`src/rtl/fifo_wm.sv`:
```
// Parametrised circular-buffer FIFO with occupancy count, flush and two watermark flags.
// Optional sticky overflow/underflow flags are built when FIFO_ERR_FLAGS_EN is defined.
module fifo_wm #(
  parameter  int DATA_SIZE = 32,
  parameter  int DEPTH     = 8,
  localparam int AW        = $clog2(DEPTH),
  localparam int CW        = $clog2(DEPTH + 1)
) (
  input  logic                 clock,
  input  logic                 reset,
  input  logic                 flush,
  input  logic                 wr_en,
  input  logic [DATA_SIZE-1:0] wr_data,
  input  logic                 rd_en,
  output logic [DATA_SIZE-1:0] rd_data,
  input  logic [CW-1:0]        watermark_level,
  output logic [CW-1:0]        count,
  output logic                 empty,
  output logic                 full,
  output logic                 wm_above,
  output logic                 wm_below
`ifdef FIFO_ERR_FLAGS_EN
  ,
  input  logic                 err_clear,
  output logic                 overflow,
  output logic                 underflow
`endif
);

  logic [DATA_SIZE-1:0] mem_q [DEPTH];
  logic [AW-1:0]        wr_ptr_q, wr_ptr_d;
  logic [AW-1:0]        rd_ptr_q, rd_ptr_d;
  logic [CW-1:0]        count_q, count_d;
  logic                 clear;
  logic                 wr_acc;
  logic                 rd_acc;

  assign clear = reset | flush;

  assign empty    = (count_q == '0);
  assign full     = (count_q == CW'(DEPTH));
  assign count    = count_q;
  assign wm_above = (count_q > watermark_level);
  assign wm_below = (count_q < watermark_level);

  // A read on a full FIFO frees the slot the concurrent write lands in.
  assign rd_acc = rd_en & ~empty;
  assign wr_acc = wr_en & (~full | rd_en);

  assign rd_data = mem_q[rd_ptr_q];

  // NOTE: every signal assigned in always_comb gets a default first, so no latch is inferred.
  always_comb begin
    wr_ptr_d = wr_ptr_q;
    rd_ptr_d = rd_ptr_q;
    count_d  = count_q;
    if (wr_acc) wr_ptr_d = wr_ptr_q + AW'(1);
    if (rd_acc) rd_ptr_d = rd_ptr_q + AW'(1);
    unique case ({wr_acc, rd_acc})
      2'b10:   count_d = count_q + CW'(1);
      2'b01:   count_d = count_q - CW'(1);
      default: count_d = count_q;
    endcase
  end

  // NOTE: sequential state uses non-blocking assignments so all registers update from pre-edge values.
  always_ff @(posedge clock) begin
    if (clear) begin
      wr_ptr_q <= '0;
      rd_ptr_q <= '0;
      count_q  <= '0;
    end else begin
      wr_ptr_q <= wr_ptr_d;
      rd_ptr_q <= rd_ptr_d;
      count_q  <= count_d;
    end
  end

  // NOTE: storage has no reset; contents are only meaningful behind the pointers.
  always_ff @(posedge clock) begin
    if (wr_acc && !clear) mem_q[wr_ptr_q] <= wr_data;
  end

`ifdef FIFO_ERR_FLAGS_EN
  logic overflow_q;
  logic underflow_q;

  always_ff @(posedge clock) begin
    if (clear || err_clear) begin
      overflow_q  <= 1'b0;
      underflow_q <= 1'b0;
    end else begin
      if (wr_en && !wr_acc) overflow_q  <= 1'b1;
      if (rd_en && empty)   underflow_q <= 1'b1;
    end
  end

  assign overflow  = overflow_q;
  assign underflow = underflow_q;
`endif

endmodule

```
`config.mk`:
```
export PLATFORM = sky130hd
export DESIGN_NAME = fifo_wm
export DESIGN_NICKNAME = d
export VERILOG_FILES = /design/src/rtl/fifo_wm.sv
export SDC_FILE = /design/constraint.sdc
export NUM_CORES = 1
export LEC_CHECK = 0
export CAP_MARGIN = 20
export CORE_ASPECT_RATIO = 1.5
export CORE_MARGIN = 2
export CORE_UTILIZATION = 55
export DETAILED_ROUTE_END_ITERATION = 10
export MAX_ROUTING_LAYER = met4
export PLACE_DENSITY = 0.76
export SYNTH_ARGS = -nofsm -noshare
export SYNTH_HDL_FRONTEND = slang
export SYNTH_SLANG_ARGS = --single-unit
export TNS_END_PERCENT = 10
```
`constraint.sdc`:
```
create_clock -name clock -period 5.2 [get_ports clock]
set_input_delay 0.78 -clock clock [delete_from_list [all_inputs] [get_ports clock]]
set_output_delay 0.78 -clock clock [all_outputs]
set_load 0.05 [all_outputs]
```
* After elaboration in Yosys (flattened, before gate mapping) *
Memory sizes are Yosys's and may differ from the RTL's. A register that Yosys moved wholly into a read port is not among the register bits.
Index checks and enable logic that the tools add are counted.

storage, ports and cells
  input bits = 41
  output and inout port bits = 40
  register bits = 10
  memories kept = 1
  word-level logic and storage cells = 28
  bits in writable memories = 256

memory list
  memory  words  width  read ports  clocked after memory_dff  write ports  RTL line  text
  mem_q   8      32     1           1                         1            30        logic [DATA_SIZE-1:0] mem_q [DEPTH];

operators by class
  add/subtract/negate cells = 4
  equal/unequal tests = 3
  multiplexer cells = 5
  reduce and logical (&&, ||, !) cells = 4
  magnitude comparators = 2
  bitwise logic cells = 6

operator list
  operator             number
  $pmux 4 s2           1
  $add 3x1->3 const B  2
  $mux 3               2
  $add 4x1->4 const B  1
  $eq 4x4->1 const B   1
  $gt 4x4->1           1
  $logic_not 4->1      1
  $lt 4x4->1           1
  $sub 4x1->4 const B  1
  $and 1x1->1          2
  $eq 2x1->1 const B   1
  $eq 2x2->1 const B   1
  $mux 1               2
  $not 1->1            2
  $or 1x1->1           2
  $reduce_bool 2->1    1
  $logic_and 1x1->1    1
  $logic_not 1->1      1

* Depth between registers and ports, before layout *
Gate-level depths: netlist of run 1.

  depth after elaboration = 7
  gate-level depth with buffers = 9
  mapped depth without buffers = 9

* Least setup slack after synthesis of run 1 *
Ideal clock, no wire load.

  kind = reg2reg
  start = reg count_q[1], in the netlist count[1]
  end = mem mem_q[0][0] (enable)
  arrival time = 3.656 ns
  data required time = 4.739 ns
  buffers on the path = 0
  library setup time = 0.461 ns
  path slack = 1.083 ns
  clock period less this slack = 4.117 ns
  cell stages (with the launch flop) = 5
  cell sequence = dfxtp_1 -> or4b_4 -> o21ai_4 -> or3_4 -> nor3_1

between the ends
  word-level cells in the longest chain between the ends = 7

ends and longest elaborated chain
  what                          RTL line  text
  start: declaration            33        logic [CW-1:0] count_q, count_d;
  start signal: assignment      75        count_q <= count_d;
  $eq 4x4->1                    41        assign full = (count_q == CW'(DEPTH));
  $not 1->1                     48        assign wr_acc = wr_en & (~full | rd_en);
  $or 1x1->1                    48
  $and 1x1->1                   48
  $logic_and 1x1->1             81        if (wr_acc && !clear) mem_q[wr_ptr_q] <= wr_data;
  $mux 1                        81
  $mux 1 (not written as such)  81
  end: declaration              30

No other way between the ends.

==> impl_metrics.csv, run 1 <==
group,metric,value,unit
clocking,cts_tree,"yes",
worst_setup_path,cpMaxStageDelayCell,"dfxtp_4",
clocking,cts_buffer_depth,3,
floorplanning,initial_core_util,0.556,
clocking,clk_pin_slew,60,ps
worst_setup_path,start_kind,"register",
layout,multiInputGateArea,0.00251,mm^2
worst_setup_path,reg2reg_from,"count[3]",
route,drt_iter0_drc,246,
place,dpl_cell_area,0.0117,mm^2
layout,mostFrequentLayoutCell,"edfxtp_1",
route,wirelength,19200,um
grt,grt_pass1_vias,5179,
pwr,fin_total_pwr,4160,uW
hold_path,hold_depth,2,
synthesis,syn_nets,511,
grt,gr-usage-all-layers,0.201,
clocking,cts_setup_buffers,0,
place,pre_cts_slack,1460,ps
worst_setup_path,slowest_delay,770,ps
sta,slew_viol_final,0,
clocking,clock_sinks,269,
synthesis,syn_avg_cell_area,23.0,um^2
synthesis,synth-seq-cells,269,
pwr,clockPowerShare,0.376,
route,wl_per_cell,23.1,um
layout,area.growth.synth_to_final,17.3,%
worst_setup_path,crit_chain,"buf_12 > mux4_1 > mux2_2 > clkdlybuf4s50_1",
worst_setup_path,crit_buf_inv,2,
grt,grt_pass1_wl,29100,um
sta,setup_viol,0,
synthesis,synth_edf_count,256,
sta,max_freq,249,MHz
worst_setup_path,rr_endpoint,"mem_q[6][2]",
sta,hold_violations,0,
worst_setup_path,worstSetupEndpointType,"primary output",
grt,antenna_found_initial,1,
route,dr.pass1.iters,4,
flow_run,drv_cap,0,
pwr,p_switching,824,uW
worst_setup_path,r2r_cells,4,
layout,mostFrequentLayoutCells,"edfxtp_1, clkdlybuf4s50_1, mux4_2, mux4_1, clkbuf_16",
sta,fin_setup_tns,0,ps
sta,skew,5.27,ps
sta,period_share,0.773,
clocking,htreeDepth,1,
pwr,p_per_area,336,mW/mm^2
layout,num-fill-cells,1227,
route,drc,0,
sta,rsz0062_at_grt,"false",
place,post-dp-hpwl,11300,um
synthesis,synth_area,0.0106,mm^2
layout,nNetsFinal,609,
clocking,cts-buffers-inserted,23,
route,dr_total_vias,4777,
sta,tightest_slew,831,ps
clocking,cts-root-buf,"clkbuf_16",
pwr,internal_power,3340,uW
worst_setup_path,crit_type,"register to primary output",
worst_setup_path,crit_required,4420,ps
pwr,switching_share,0.198,
pwr,p_leak,0.00393,uW
route,final_antenna_net_count,0,
place,numPortBuffers,80,
layout,drive_gt1_frac,0.218,
pwr,p_seq_frac,0.575,
grt,grt_max_degree,55,
sta,period_minus_slack,4020,ps
synthesis,ys_types,39,
floorplanning,core,0.0190,mm^2
worst_setup_path,cp_max_fo,35,
sta,relSlewSlack,0.446,
synthesis,async_flop_share,0,
worst_setup_path,arrival,3240,ps
synthesis,syn_inst,460,
place,gp_congestion,0.736,
floorplanning,num_io_pins,81,
outcome,status,"completed",
pwr,pwr-share-comb,0.049,
sta,whs,558,ps
hold_path,min_from,"rd_ptr_q[1]",
clocking,clk_latency,510,ps
sta,worst_slack,1180,ps
clocking,cts.repair.resized,0,
worst_setup_path,r2r_slack,2560,ps
synthesis,ys.warnings.count,0,
grt,gr-total-overflow,0,
pwr,ir_drop,0.257,mV
floorplanning,die-area,0.0204,mm^2
synthesis,ys.flop_type,"edfxtp_1",
floorplanning,die_y,174,um
hold_path,holdCritPathClass,"register to register",
layout,final_area,0.0124,mm^2
worst_setup_path,cpLargestDelayFamily,"buffers and inverters",
floorplanning,die_x,117,um
clocking,cts-hold-fix-buffers,0,
layout,ff_latch_area,0.00795,mm^2
synthesis,synth-seq-area-share,0.752,
floorplanning,core.rowCount,62,
route,vias_per_cell,5.76,
[final cells by class]
class | count | area share
sequential | 269 | 0.642
multi-input combinational | 164 | 0.202
timing repair buffer | 93 | 0.0735
clock buffer | 30 | 0.0486
tap | 256 | 0.0258
clock inverter | 10 | 0.00596
inverter | 7 | 0.00212
antenna | 1 | 0.000202
[flip-flops by register name, indices dropped and copies added, names as in the netlist, named ones only]
signal / flops
mem_q: 256
count: 4
rd_ptr_q: 3
wr_ptr_q: 3
[kinds of logic (layout without fill, tap and decap cells)]
group                    Yosys count  after routing  share of synthesized area
flip-flops                       269            269                      0.752
AO/OA/AOI/OAI                     14             14                     0.0101
multiplexers                      97             97                      0.187
buffers and inverters             27            140                     0.0161
XOR/XNOR                           6              6                    0.00497
AND/OR/NAND/NOR                   37             37                     0.0173
other                              0              1                          0
adder cells (fa/ha/maj)           10             10                     0.0125
[through the flow]
step | std cells | util
after floorplan | 460 | -
after global placement | 789 | 0.617
after detailed placement | 789 | 0.617
after CTS | 829 | 0.652
after global routing | 830 | 0.652
final | 830 | 0.652
[metal layers]
metal	GRT usage	wire [um]
met5	-	0
met1	0.254	7500
met3	0.0273	998
met2	0.336	10200
met4	0.0632	420
[worst register-to-register path, stage by stage, from the launching register on]
cell,delay [ps]
dfxtp_1,470
or4b_4,550
o2111ai_1,700
nor2_4,300
buf_4,350
[cell usage after synthesis (2+ instances only)]
| cell | instances | area (um^2) |
|---|---|---|
| a21oi_1 | 3 | 15.0 |
| buf_1 | 5 | 18.8 |
| buf_2 | 5 | 25.0 |
| buf_6 | 6 | 67.6 |
| clkbuf_1 | 2 | 7.51 |
| dfxtp_1 | 13 | 260 |
| edfxtp_1 | 256 | 7690 |
| ha_1 | 9 | 113 |
| inv_1 | 7 | 26.3 |
| mux2_2 | 16 | 180 |
| mux2_4 | 16 | 240 |
| mux4_1 | 28 | 736 |
| mux4_2 | 36 | 811 |
| nand2_1 | 4 | 15.0 |
| nand2b_1 | 2 | 12.5 |
| nand3_1 | 2 | 10.0 |
| nor2_1 | 20 | 75.1 |
| nor3_1 | 2 | 10.0 |
| o21a_1 | 3 | 22.5 |
| o21ai_0 | 2 | 10.0 |
| xor2_1 | 5 | 43.8 |
[worst max path at each step]
| stage | end | slack (ps) | depth (start not counted) |
|---|---|---|---|
| after floorplan | mem_q[0][0] | 1080 | 4 |
| after global placement | wm_below | 1510 | 8 |
| after detailed placement | wm_below | 1460 | 8 |
| after CTS | rd_data[13] | 1120 | 4 |
| after global routing | rd_data[0] | 1020 | 4 |
| final | rd_data[0] | 1180 | 4 |
[power groups by stage]
stage	registers (uW)	clock network, uW	logic, uW
after global routing	2390	1670	215
after floorplan	2440	0	113
after CTS	2390	1590	204
final	2390	1570	202
after global placement	2440	0	196
after detailed placement	2440	0	202
Note: power is estimated with default switching activity, not from simulation.
==> run 2: changes to the inputs <==
CORE_UTILIZATION = 52   (was 55)
PLACE_DENSITY = 0.75   (was 0.76)
clock period = 3.28 ns   (was 5.2 ns; I/O delays follow)
==> impl_metrics.csv, run 2 (synthesized netlist as in run 1, its figures left out) <==
group,metric,value,unit
route,dr_total_vias,4821,
worst_setup_path,cp_max_fo,36,
route,drt_iter0_drc,404,
worst_setup_path,r2r_cells,4,
grt,gr-total-overflow,0,
outcome,status,"completed",
layout,area.growth.synth_to_final,19.2,%
hold_path,holdCritPathClass,"register to register",
place,pre_cts_slack,461,ps
sta,relSlewSlack,0.403,
grt,grt_pass1_wl,29500,um
layout,largest_register_ff_count,256,
worst_setup_path,crit_buf_inv,2,
sta,tightest_slew,894,ps
floorplanning,die_x,120,um
flow_run,drv_cap,0,
hold_path,min_from,"rd_ptr_q[1]",
route,drc,0,
worst_setup_path,setup.worst_path.end,"rd_data[14]",
worst_setup_path,crit_type,"register to primary output",
clocking,cts_tree,"yes",
worst_setup_path,cp_num_cells,4,
floorplanning,die_y,179,um
worst_setup_path,slowest_delay,700,ps
worst_setup_path,worstSetupEndpointType,"primary output",
worst_setup_path,cpLargestDelayFamily,"buffers and inverters",
place,numPortBuffers,80,
sta,setup_viol,0,
layout,drive_gt1_frac,0.247,
sta,skew,9.22,ps
route,vias_per_cell,5.68,
sta,max_freq,320,MHz
layout,mostFrequentLayoutCell,"edfxtp_1",
clocking,cts-buffers-inserted,23,
worst_setup_path,rr_endpoint,"mem_q[7][9]",
floorplanning,core.rowCount,63,
sta,period_minus_slack,3130,ps
place,gp_congestion,0.736,
grt,gr-usage-all-layers,0.189,
layout,nNetsFinal,621,
floorplanning,core,0.0199,mm^2
grt,antenna_found_initial,2,
pwr,p_per_area,531,mW/mm^2
layout,top_register,"mem_q",
worst_setup_path,start_kind,"register",
clocking,htreeDepth,1,
sta,worst_slack,151,ps
layout,ff_latch_area,0.00796,mm^2
worst_setup_path,arrival,2640,ps
place,post-dp-hpwl,11900,um
sta,period_share,0.954,
clocking,clk_latency,510,ps
route,wirelength,19300,um
layout,multiInputGateArea,0.00251,mm^2
worst_setup_path,crit_required,2790,ps
layout,mostFrequentLayoutCells,"edfxtp_1, clkdlybuf4s50_1, mux4_2, mux4_1",
grt,grt_max_degree,37,
clocking,cts_buffer_depth,3,
layout,num-fill-cells,1359,
floorplanning,die-area,0.0215,mm^2
grt,grt_pass1_vias,5189,
pwr,ir_drop,0.483,mV
sta,slew_viol_final,0,
worst_setup_path,cpMaxStageDelayCell,"clkdlybuf4s50_1",
sta,hold_violations,0,
worst_setup_path,r2r_slack,820,ps
sta,fin_setup_tns,0,ps
clocking,cts-root-buf,"clkbuf_16",
floorplanning,initial_core_util,0.532,
route,wl_per_cell,22.8,um
sta,rsz0062_at_grt,"false",
route,final_antenna_net_count,0,
worst_setup_path,reg2reg_from,"count[3]",
clocking,clk_pin_slew,70,ps
worst_setup_path,crit_chain,"buf_12 > mux4_2 > mux2_4 > clkdlybuf4s50_1",
pwr,p_leak,0.00410,uW
clocking,clock_sinks,269,
route,dr.pass1.iters,4,
sta,whs,557,ps
floorplanning,num_io_pins,81,
-- run 2: power breakdown --
part / internal [uW] / total, uW / switching [uW] / leakage [uW]
registers: 3770 / 3790 / 12.1 / 0.00241
clock network: 1420 / 2580 / 1160 / 0.000353
logic: 140 / 324 / 183 / 0.00134
-- run 2: worst min-delay path by stage --
| stage | endpoint | slack [ps] | depth (start not counted) |
|---|---|---|---|
| after floorplan | register | 480 | 2 |
| after global placement | register | 510 | 2 |
| after detailed placement | register | 540 | 2 |
| after CTS | register | 560 | 2 |
| after global routing | wr_ptr_q[2] | 590 | 2 |
| final | register | 560 | 2 |
-- run 2: metal layers --
layer  GRT usage  wire length, um
met5           -                0
met4      0.0504              221
met3      0.0256              840
met2       0.335            10700
met1       0.230             7550
-- run 2: repair_timing --
item,4_1_cts,5_1_grt
resized for setup,21,4
endpoints found under the setup margin,27,4
setup buffers,0,0
hold buffers,0,0
pin swaps,0,0
-- run 2: per-stage QoR --
stage	area, um^2	power, uW	utilization	instances
3_5_place_dp	11900	4200	0.599	805
2_1_floorplan	10600	4040	-	460
4_1_cts	12600	6750	0.634	847
3_3_place_gp	11900	4180	0.599	805
6_report	12600	6690	0.634	849
5_1_grt	12600	6890	0.634	849
-- run 2: cell type report --
cell class                      count  area share
Multi-Input combinational cell    164       0.199
Antenna cell                        2    0.000397
Tap cell                          260      0.0258
Clock buffer                       29      0.0490
Clock inverter                     13     0.00794
Sequential cell                   269       0.631
Inverter                            7     0.00208
Timing Repair Buffer              105      0.0840
-- run 2: worst register-to-register path: stages, from the launching register on --
cell       delay, ps
dfxtp_1          460
or4b_4           540
o2111ai_1        750
nor2_4           200
buf_4            260
==> RTL edit, RTL diff (flow settings as in run 1) <==
Build with the macro `FIFO_ERR_FLAGS_EN` defined.
--- a/src/rtl/fifo_wm.sv
+++ b/src/rtl/fifo_wm.sv
@@ -1,5 +1,7 @@
 // Parametrised circular-buffer FIFO with occupancy count, flush and two watermark flags.
 // Optional sticky overflow/underflow flags are built when FIFO_ERR_FLAGS_EN is defined.
+`define FIFO_ERR_FLAGS_EN
+
 module fifo_wm #(
   parameter  int DATA_SIZE = 32,
   parameter  int DEPTH     = 8,
Ports: changed (added err_clear, overflow and underflow); port bits go from 81 to 84. The function was not compared with the original's and may differ.
==> RTL edit against run 1 <==
- total power is 7.6% higher
- register-to-register slack worse by 50 ps
- clock skew is 15 ps higher
- cell area is 2.5% higher
- area after synthesis is 1.2% higher
- sequential cell count is 2 higher
- routed wire length is 2.2% higher
- worst hold slack worse by 49 ps
- setup slack worse by 70 ps
==> RTL edit: results (changes against run 1) <==
- The placer's final routability congestion estimate is 0.7359 (about the same).
- The number of buffer cells added on primary ports was 83 (+3.8%).
- The wire length of the first global-routing pass was 30.12 mm (+3.4%).
- Number of H-tree branching levels: 1 (unchanged)
* Routed len/inst: 23.22 um (+0.60%)
- The standby leakage power is 4.102 nW (+4.3%).
- Number of buffers inserted during clock tree synthesis: 23 (unchanged)
* Cell types occupying the most area after synthesis: sky130_fd_sc_hd__edfxtp_1 72%, sky130_fd_sc_hd__mux4_1 8.8%, sky130_fd_sc_hd__mux4_2 5.9%
* Most used standard cells in the synthesized netlist: 256 x sky130_fd_sc_hd__edfxtp_1, 36 x sky130_fd_sc_hd__mux4_1, 28 x sky130_fd_sc_hd__mux4_2
- Tot GR Track Use: 19.93% (-0.13 points)
* Slowest Stage Delay on Critical Path: 840 ps (+70 ps)
- Via count of the first global-routing pass: 5207 (+0.54%)
- The net count of the mapped netlist came to 519 (+1.6%).
- The antenna diode count was 0 (-1).
* HPWL after DPL: 11.58 mm (+2.6%)
- The total number of vias came to 4914 (+2.9%).
- The sequential cell area fraction in the yosys report was 74.67% (-0.53 points).
- The worst path arrival time came to 3310 ps (+70 ps).
- The tree is rooted in a sky130_fd_sc_hd__clkbuf_16.
- The cell family contributing the most delay on the critical path is buffers and inverters.
* Total of fill cells in the finished design: 1225 (-0.16%)
* Fraction of layout instances using a drive strength above 1: 21.81% (about the same)
* Run status: completed
- The peak ir drop on the vdd network was 0.0002630 V (+2.5%).
* Clock transition at the register clock pins on the worst setup and hold paths after CTS: about 70 ps
* Final nets: 622 (+2.1%)
- The global route total overflow was 0 (unchanged).
- The largest net degree at the start of global routing came to 43 (-22%).
- Maximum net fanout on the critical path: 42 (+20%)
* Layout Skew: 20.61 ps (+15.34 ps)
- Relative max-transition margin: 37.84% (-6.7 points)
- Netlist cell types: 38 (-2.6%)
- Starting DRC count in detailed routing: 286 (+16%)
- The number of flip-flops in the largest register came to 256 (unchanged).
- Total iterations of the first detailed-routing run: 5 (+1)
- The number of antenna violations at the first check in global routing is 0 (-1).
- Final hold violations: 0 (unchanged)
- Internal reg-to-reg setup slack: 2510 ps (-50 ps)
## RTL edit: logic make-up (layout without fill, tap and decap cells)
kind of cell,after synthesis,after routing,share of synthesized area [%]
xor gates and xnor gates,5,5,0.4093
buffers and inverters,27,147,1.626
DFF,271,271,74.67
and+or+nand+nor,41,41,1.883
AOI/OAI and AO/OA,16,16,1.135
adders and majority gates,10,10,1.240
muxes,97,97,19.04
## RTL edit: power by group
group | internal (W) | switching, W | leakage (nW) | total, W
logic | 0.0000922 | 0.000113 | 1.26 | 0.000206
registers | 0.00240 | 0.0000104 | 2.43 | 0.00241
clock network | 0.00112 | 0.000748 | 0.408 | 0.00186
## RTL edit: final cells by class
class	count	area share [%]
clock buffer	25	4.591
clock inverter	17	1.911
inverter	7	0.2069
multi-input combinational	169	20.40
sequential	271	62.94
tap	256	2.522
timing repair buffer	98	7.428
## RTL edit: per-layer routing
metal  wire, um  GRT usage [%]  part of all wire [%]
met1       7571          23.59                    39
met2      10730          36.12                    55
met3        978          3.394                   5.0
met4        294          4.016                   1.5
met5          0              -                     0
## RTL edit: metrics by stage
stage	setup slack (ps)	instances	area [um^2]	total power (W)	hold slack [ps]
global route	929.6	843	12700	0.004595	523.9
global placement	1526	801	11880	0.002653	478.0
finish	1112	843	12700	0.004476	508.7
CTS	1018	843	12700	0.004503	510.9
detailed placement	1481	801	11880	0.002661	493.6
floorplan	1067	467	10700	0.002569	464.5
## RTL edit: final timing paths
kind | start | end | cells after the start
worst max register to register | count[1] | mem_q[5][9] | 4
worst min-delay path | wr_ptr_q[0] | wr_ptr_q[0] | 2
worst max-delay path | flip-flop | rd_data[3] | 4
worst min register to register | wr_ptr_q[0] | wr_ptr_q[0] | 2
